**src/rtl/uart_tx_arbiter.sv**
```systemverilog
// Round-robin arbiter that lets NUM_REQ requesters share one UART transmitter.
// A requester can lock ownership across several bytes. A watchdog covers a transmitter that never raises tx_busy.
module uart_tx_arbiter #(
    parameter int unsigned NUM_REQ      = 4,
    parameter int unsigned DATA_WIDTH   = 8,
    parameter int unsigned BUSY_TIMEOUT = 64
) (
    input  logic                             sys_clk,
    input  logic                             areset_n,
    input  logic [NUM_REQ-1:0]               req,
    input  logic [NUM_REQ-1:0]               req_lock,
    input  logic [NUM_REQ*DATA_WIDTH-1:0]    req_data,
    output logic [NUM_REQ-1:0]               req_ack,
    output logic [DATA_WIDTH-1:0]            tx_data,
    output logic                             tx_start,
    input  logic                             tx_busy,
    output logic [NUM_REQ-1:0]               owner,
    output logic                             busy,
    output logic                             timeout_err
);

    localparam int unsigned PTR_W = (NUM_REQ > 1) ? $clog2(NUM_REQ) : 1;
    localparam int unsigned CNT_W = $clog2(BUSY_TIMEOUT + 1);

    typedef enum logic [1:0] {
        IDLE      = 2'd0,
        WAIT_BUSY = 2'd1,
        WAIT_DONE = 2'd2
    } state_e;

    state_e                  state_q, state_d;
    logic [PTR_W-1:0]        rr_q, rr_d;
    logic                    lock_q, lock_d;
    logic [NUM_REQ-1:0]      owner_q, owner_d;
    logic [CNT_W-1:0]        cnt_q, cnt_d;
    logic [DATA_WIDTH-1:0]   tx_data_q, tx_data_d;
    logic [NUM_REQ-1:0]      ack_q, ack_d;
    logic                    start_q, start_d;
    logic                    terr_q, terr_d;
    logic                    busy_q, busy_d;

    logic [NUM_REQ-1:0]      elig;
    logic                    found;
    logic [PTR_W-1:0]        win_idx;
    logic [DATA_WIDTH-1:0]   win_data;
    logic                    win_lock;
    logic [NUM_REQ-1:0]      win_onehot;

    // While locked only the owner may win; otherwise everyone competes
    assign elig = lock_q ? (req & owner_q) : req;

    // Winner: smallest rotated distance from rr_q+1
    always_comb begin
        int unsigned off;
        int unsigned best_off;
        found    = 1'b0;
        win_idx  = '0;
        win_data = '0;
        win_lock = 1'b0;
        best_off = NUM_REQ;
        off      = 0;
        for (int unsigned j = 0; j < NUM_REQ; j++) begin
            off = (j + NUM_REQ - 32'(rr_q) - 1) % NUM_REQ;
            if (elig[j] && (off < best_off)) begin
                best_off = off;
                found    = 1'b1;
                win_idx  = PTR_W'(j);
                win_data = req_data[j*DATA_WIDTH +: DATA_WIDTH];
                win_lock = req_lock[j];
            end
        end
    end

    assign win_onehot = NUM_REQ'(1) << win_idx;

    always_comb begin
        state_d   = state_q;
        rr_d      = rr_q;
        lock_d    = lock_q;
        owner_d   = owner_q;
        cnt_d     = cnt_q;
        tx_data_d = tx_data_q;
        ack_d     = '0;
        start_d   = 1'b0;
        terr_d    = 1'b0;
        unique case (state_q)
            IDLE: begin
                if (lock_q && ((req & owner_q) == '0)) begin
                    lock_d  = 1'b0;
                    owner_d = '0;
                end else if (found) begin
                    state_d   = WAIT_BUSY;
                    ack_d     = win_onehot;
                    start_d   = 1'b1;
                    tx_data_d = win_data;
                    rr_d      = win_idx;
                    lock_d    = win_lock;
                    owner_d   = win_onehot;
                    cnt_d     = '0;
                end
            end
            WAIT_BUSY: begin
                if (tx_busy) begin
                    state_d = WAIT_DONE;
                end else if (cnt_q == CNT_W'(BUSY_TIMEOUT - 1)) begin
                    state_d = IDLE;
                    terr_d  = 1'b1;
                    lock_d  = 1'b0;
                    owner_d = '0;
                end else begin
                    cnt_d = cnt_q + CNT_W'(1);
                end
            end
            WAIT_DONE: begin
                if (!tx_busy) begin
                    state_d = IDLE;
                    if (!lock_q) begin
                        owner_d = '0;
                    end
                end
            end
            default: begin
                state_d = IDLE;
                lock_d  = 1'b0;
                owner_d = '0;
            end
        endcase
        busy_d = (state_d != IDLE);
    end

    always_ff @(posedge sys_clk or negedge areset_n) begin
        if (!areset_n) begin
            state_q   <= IDLE;
            rr_q      <= PTR_W'(NUM_REQ - 1);
            lock_q    <= 1'b0;
            owner_q   <= '0;
            cnt_q     <= '0;
            tx_data_q <= '0;
            ack_q     <= '0;
            start_q   <= 1'b0;
            terr_q    <= 1'b0;
            busy_q    <= 1'b0;
        end else begin
            state_q   <= state_d;
            rr_q      <= rr_d;
            lock_q    <= lock_d;
            owner_q   <= owner_d;
            cnt_q     <= cnt_d;
            tx_data_q <= tx_data_d;
            ack_q     <= ack_d;
            start_q   <= start_d;
            terr_q    <= terr_d;
            busy_q    <= busy_d;
        end
    end

    assign req_ack     = ack_q;
    assign tx_data     = tx_data_q;
    assign tx_start    = start_q;
    assign owner       = owner_q;
    assign busy        = busy_q;
    assign timeout_err = terr_q;

endmodule

```
**config.mk**
```make
export PLATFORM = sky130hd
export DESIGN_NAME = uart_tx_arbiter
export DESIGN_NICKNAME = d
export VERILOG_FILES = /design/src/rtl/uart_tx_arbiter.sv
export SDC_FILE = /design/constraint.sdc
export NUM_CORES = 1
export LEC_CHECK = 0
export BUFFER_PORTS_ARGS = -buffer_cell sky130_fd_sc_hd__clkbuf_2
export CAP_MARGIN = 20
export CORE_MARGIN = 1.5
export CORE_UTILIZATION = 35
export DETAILED_ROUTE_END_ITERATION = 8
export GPL_ROUTABILITY_DRIVEN = 0
export PLACE_DENSITY = 0.58
export SLEW_MARGIN = 25
export SYNTH_ARGS = -nofsm -noshare
export SYNTH_HDL_FRONTEND = slang
export SYNTH_SLANG_ARGS = --single-unit
```
**constraint.sdc**
```tcl
create_clock -name sys_clk -period 4.7 [get_ports sys_clk]
set_input_delay 0.94 -clock sys_clk [delete_from_list [all_inputs] [get_ports sys_clk]]
set_output_delay 0.94 -clock sys_clk [all_outputs]
set_load 0.01 [all_outputs]
```
Word level (Yosys, flattened, before mapping)
Index checks and enable logic that the tools add are counted.
- output and inout port bits: 19
- bits in writable memories: 0
- logic and storage cells: 102
- input bits: 43
- memories: 0
- memory bits (read-only): 0
- bits in latches: 0
- bits in registers: 31
- mux-type cells: 51
- shift-type cells: 1
- divide/modulo/power cells: 0
- reduce and logical (&&, ||, !) cells: 13
- $mul: 0
- $lt $le $gt $ge: 4
- add/sub/neg operators: 9
- bitwise logic cells: 3
- equal/unequal tests: 11
- operators by type and width (operator ; number):
    less-than comparator 2 x 32 -> 1 bit ; 3
    2-to-1 mux 32 bit ; 2
    2-to-1 mux 4 bit ; 10
    2-to-1 mux 8 bit ; 4
    2-to-1 mux 7 bit ; 4
    2-to-1 mux 1 bit ; 19
    2-to-1 mux 2 bit ; 7
    != test 2 bit (second input constant) ; 7
    one-hot mux 7 bit (2 select lines) ; 1
    one-hot mux 4 bit (3 select lines) ; 1
    AND reduction 5 bit ; 2
    subtractor 2 bit (second input constant) ; 4
    adder 7 x 1 -> 7 bit (second input constant) ; 1
    equality test 7 x 6 -> 1 bit (second input constant) ; 1
    one-hot mux 2 bit (3 select lines) ; 1
    logical AND 1 bit ; 5
    bitwise AND 4 bit ; 1
    logical NOT 4 bit ; 1
    AND reduction 4 bit ; 1
    nonzero test 2 bit ; 2
    left shift 1 x 2 -> 4 bit (first input constant) ; 1
    subtractor 1 x 2 -> 2 bit (first input constant) ; 2
    subtractor 2 bit (first input constant) ; 2
    less-than comparator 2 x 3 -> 1 bit (second input constant) ; 1
    other kinds (8) ; 9

Depth between registers and ports, before layout
- depth in word-level cells: 18
- mapped depth: 20
- gate-level depth less buffers: 16

Least setup slack after synthesis
Ideal clock, no wire load.
- path kind: input port to flip-flop
- start: in req[0]
- end: reg tx_data_q[3], in the netlist tx_data[3]
- slack: -0.030 ns
- data required time: 4.604 ns
- arrival time: 4.634 ns
- buffers on the path: 4
- cell stages on the path: 17
- setup time: 0.096 ns
- cells stage by stage: nand3b_1 > ha_1 > a21o_1 > a311oi_1 > mux2_2 > ha_1 > a21o_1 > a221o_1 > buf_6 > buf_6 > mux2i_1 > ha_1 > o221ai_1 > o22a_1 > clkbuf_1 > clkbuf_1 > o31ai_1
- cells in the longest elaborated chain, start to end: 14
- elaborated cells on any way between the ends: 24
- those cells by class: order compare (3); mux (12); bitwise (2); reduce/logical (7)
- RTL lines (element ; RTL line ; source):
    start: declaration ; 10 ; input logic [NUM_REQ-1:0] req,
    bitwise AND 4 bit ; 50, 88 ;
    2-to-1 mux 4 bit ; 50 ; assign elig = lock_q ? (req & owner_q) : req;
    logical AND 1 bit ; 64 ; if (elig[j] && (off < best_off)) begin
    2-to-1 mux 3 bit ; 64 ;
    less-than comparator 2 x 32 -> 1 bit ; 64 ;
    logical AND 1 bit ; 64 ;
    2-to-1 mux 32 bit ; 64 ;
    less-than comparator 2 x 32 -> 1 bit ; 64 ;
    logical AND 1 bit ; 64 ;
    2-to-1 mux 32 bit ; 64 ;
    less-than comparator 2 x 32 -> 1 bit ; 64 ;
    logical AND 1 bit ; 64 ;
    2-to-1 mux 1 bit ; 64 ;
    AND reduction 3 bit (no line) ; n/a ;
    end signal: assignment ; 149 ; tx_data_q <= tx_data_d;
    end: declaration ; 36 ; logic [DATA_WIDTH-1:0] tx_data_q, tx_data_d;
Several ways; a longest one is shown, not always the timed one.
A chain may end at the register's enable or synchronous reset.

Worst setup path after layout
- start: in req[0]
- end: reg tx_data_q[7], in the netlist tx_data[7]
Same word-level chain as after synthesis.

==> out/qor_table.md <==
| Stage | Parameter | Reported |
|:---|:---|:---|
| synthesis | Fraction of synthesized cell area taken by the top area cell type | 0.4019 |
| cts | Clock Latency Late Sink | 0.28 ns |
| global route | Number of global-route vias before repair | 1438 |
| setup path | Crit-path leading delay family | compound AO/OA/AOI/OAI gates |
| placement | Worst setup timing slack at the placement stage | 0.01997 ns |
| cells and area | # nets final | 282 |
| pwr | Int Power | 852.1 uW |
| sta | RSZ-0062 raised after global routing | no |
| cts | Clk buf depth | 2 |
| run status | Result of the run | finished, final reports clean |
| synthesis | Number of standard cells after synthesis | 173 |
| setup path | Critical path fanouts, max | 10 |
| sta | Post-route minimum period | 4.390 ns |
| sta | Transition time at the pin with the least slew margin | 0.7678 ns |
| setup path | Required time of the critical path | 4.88 ns |
| run | Count of maximum capacitance violations | 0 |
| floorplanning | Standard-cell row count | 25 |
| placement | Port bufs | 61 |
| sta | Worst path setup slack after routing | 0.3099 ns |
| cells and area | Share of the core filled with cells in the final layout | 0.4640 |
| floorplanning | Boundary pin count | 62 |
| setup path | Kind of start point of the critical path | input port |
| pwr | Worst VDD drop | 226.8 uV |
| floorplanning | Effective utilization at floorplan | 0.3724 |
| min path | Hold Path Class | flip-flop to flip-flop |
| cells and area | Fraction of final layout cells with drive strength greater than 1 | 0.3404 |
| setup path | Critical Path Most Common Cell | ha_1 |
| pwr | Share of total power in sequential cells | 0.291 |
| floorplanning | Vertical die dimension | 74.82 um |
| sta | Final critical-path share of the clock period | 0.9341 |
| cts | Maximum level of the CTS H-tree | 2 |
| global route | Pin count of the biggest net entering global routing | 32 |
| cts | Clock sink total | 31 |
| pwr | Net switching component of the power | 655.2 uW |
| synthesis | Post-synth top flop | dfrtp_1 |
| setup path | Delay contributed by the slowest stage of the critical path | 0.38 ns |
| routing | Via-to-Cell Ratio | 5.169 |
| global route | Antenna violations before repair | 0 |
| sta | Setup TNS | 0 ns |
| pwr | PwrDens | 670.0 nW/um^2 |
| synthesis | Number of enable flip-flop cells after synthesis | 0 |
| floorplanning | Horizontal die dimension | 74.82 um |
| setup path | Critical-path top delay cell | mux2_2 |
| cts | Number of hold buffers added after CTS | 0 |
| pwr | Leakage power of the design | 1.155 nW |
| synthesis | Most numerous cell types in the synthesized netlist | dfrtp_1 (29), nor2_1 (14), a22o_1 (10), a32oi_1 (10), mux2i_1 (10) |
| sta | Count of final max-slew check failures | 0 |
| routing | DRC | 0 |
| placement | Number of placed instances, taps included | 295 |
| synthesis | Flop and latch count out of synthesis | 31 |
| sta | Number of endpoints failing setup at the final stage | 0 |
| synthesis | Most common cell in the netlist | dfrtp_1 |
| cts | Resize count post-CTS | 0 |
| cells and area | Number of cells in the finished layout apart from fillers | 302 |
| routing | Overall via count from detail_route | 1561 |
| global route | First-pass GRT wire length | 6941 um |
| routing | TritonRoute pass-1 iters | 4 |
| synthesis | Dominant cells by area after synthesis | dfrtp_1 (40%), mux2i_1 (5.5%), a22o_1 (4.9%) |
| cts | TritonCTS clock tree | built |
| synthesis | Seq/Total Area, Yosys | 0.4310 |
| cts | Root buffer selected by CTS | clkbuf_8 |
| setup path | Arr. time, crit path | 4.57 ns |
| synthesis | Synth Cell Area | 1805 sq um |
| cts | Inserted Clock Buffers | 5 |
| cts | Clk slew on worst S/H paths | 0.06 ns |
| placement | Hpwl dp | 3340 um |
| sta | Max Clock Freq | 0.2278 GHz |
| synthesis | FFs w/ async S/R, synth | 1.000 |
| global route | Remaining global-route overflow | 0 |
| pwr | Overall power of the completed layout | 1.507 mW |
| routing | Wirelength, routed | 4352 um |
| routing | Violation count after the first detailed-route iteration | 85 |
| synthesis | Number of distinct library cell variants in the gate-level netlist after synthesis | 51 |
| synthesis | Post-synthesis net count | 220 |
| setup path | Crit path buf inv count | 3 |
| cells and area | Layout Area Growth over Synthesis | 24.60% |
| setup path | Crit path cell chain | clkbuf_2 > nand3b_1 > ha_1 > a21o_1 > a311oi_2 > mux2_2 > ha_1 > nor2_1 > inv_1 > a221o_1 > mux2i_1 > ha_1 > o221ai_1 > o22a_1 > buf_4 > o31ai_1 |
| synthesis | Average footprint of a synthesized cell | 10.44 sq um |
| floorplanning | Die area | 5598 sq um |
| routing | Post-DR wirelength/cell | 14.41 um |
| routing | Residual antenna-violating net count after detailed routing | 0 |
| pwr | Share of total power consumed by net switching | 0.4347 |
| sta | Max transition margin | 0.4881 |
| cells and area | Final antenna diode count | 0 |
| setup path | Worst setup path class | input port to flip-flop |
| pwr | Share of power burned in the clock network | 0.137 |
| pwr | Combinational Power Share | 0.572 |
| sta | Number of endpoints with negative hold slack in the final report | 0 |
| synthesis | Library cell occupying the most area in the post-synthesis netlist | dfrtp_1 |
| synthesis | Yosys Warn Count | 0 |
| floorplanning | Core outline area | 4848 sq um |
| global route | Total track usage | 0.1679 |
| cts | # Post-CTS Setup Buffers | 0 |
| sta | Worst Skew | 0.007809 ns |
| setup path | Setup crit end kind | flip-flop |
==> layout make-up <==
class	count	area [sq um]
multi-input combinational	123	930.9
clock buffer	6	82.58
inverter	9	33.78
tap	67	83.83
clock inverter	1	5.005
fill	481	2599
sequential	31	778.2
timing repair buffer	65	335.3
==> power groups by stage <==
stage | logic [mW] | clock network [mW] | registers (mW)
2_1_floorplan | 0.626 | 0 | 0.449
3_3_place_gp | 0.856 | 0 | 0.443
3_5_place_dp | 0.866 | 0 | 0.438
4_1_cts | 0.865 | 0.217 | 0.437
5_1_grt | 0.962 | 0.225 | 0.451
6_report | 0.862 | 0.207 | 0.438
==> logic make-up (layout without fill, tap and decap cells) <==
logic type	after synthesis	in the layout	share of synthesized area
xor gates and xnor gates	5	5	0.02425
and+or+nand+nor	47	47	0.1379
AOI/OAI and AO/OA	55	55	0.2543
buffers and inverters	19	81	0.05682
muxes	12	12	0.06792
adders and majority gates	4	4	0.02772
DFF	31	31	0.4310
==> registers in the layout, indices dropped and copies added (netlist names) <==
register,cells
state_q,2
cnt_q,7
timeout_err,1
busy,1
owner,4
rr_q,2
tx_start,1
lock_q,1
req_ack,4
tx_data,8
==> worst min-delay path: stages (launching register included) <==
cell	delay, ns
dfrtp_1	0.35
a32oi_1	0.07
o31ai_1	0.06
==> final timing paths <==
kind	slack (ns)	startpoint	cells past startpoint	to
worst min register to register	0.51	tx_data[4]	2	tx_data[4]
worst min-delay path	0.51	tx_data[4]	2	tx_data[4]
max in group asynchronous	3.49	areset_n	1	tx_data[3]
worst max register to register	0.41	lock_q	16	tx_data[7]
worst max-delay path	0.31	req[0]	16	tx_data[7]
min in group asynchronous	0.72	areset_n	1	timeout_err
==> per-layer routing <==
layer,vias up,share of wire,routed length [um],track usage
met5,-,0,0,0
met1,717,0.50,2177,0.2414
li1,780,-,-,-
met4,0,0.0080,35,0.04242
met2,59,0.42,1842,0.2448
met3,5,0.068,297,0.05355
==> cells in the final DEF (no fill, tap or decap), types with 2 or more instances in the layout <==
cell,synthesis,layout
a21o_1,4,4
a22o_1,10,10
a32oi_1,10,10
and2_0,2,2
buf_4,0,4
clkbuf_2,0,61
clkbuf_8,0,6
dfrtp_1,29,29
dfstp_2,2,2
ha_1,4,4
inv_1,8,8
mux2_2,2,2
mux2i_1,10,10
nand2_1,7,7
nand2b_1,6,6
nand3_1,3,3
nand3b_1,2,2
nand4_1,2,2
nor2_1,14,14
nor2b_1,2,2
o22a_1,2,2
o2bb2ai_1,3,3
o31ai_1,9,9
xor2_1,5,5
==> metrics by stage <==
step | cell area [sq um] | hold slack, ns
floorplan | 1812 | 0.4840
global placement | 2162 | 0.4936
detailed placement | 2162 | 0.4858
CTS | 2250 | 0.5099
global route | 2250 | 0.5237
finish | 2250 | 0.5118
Power figures use the tool's default switching activity.
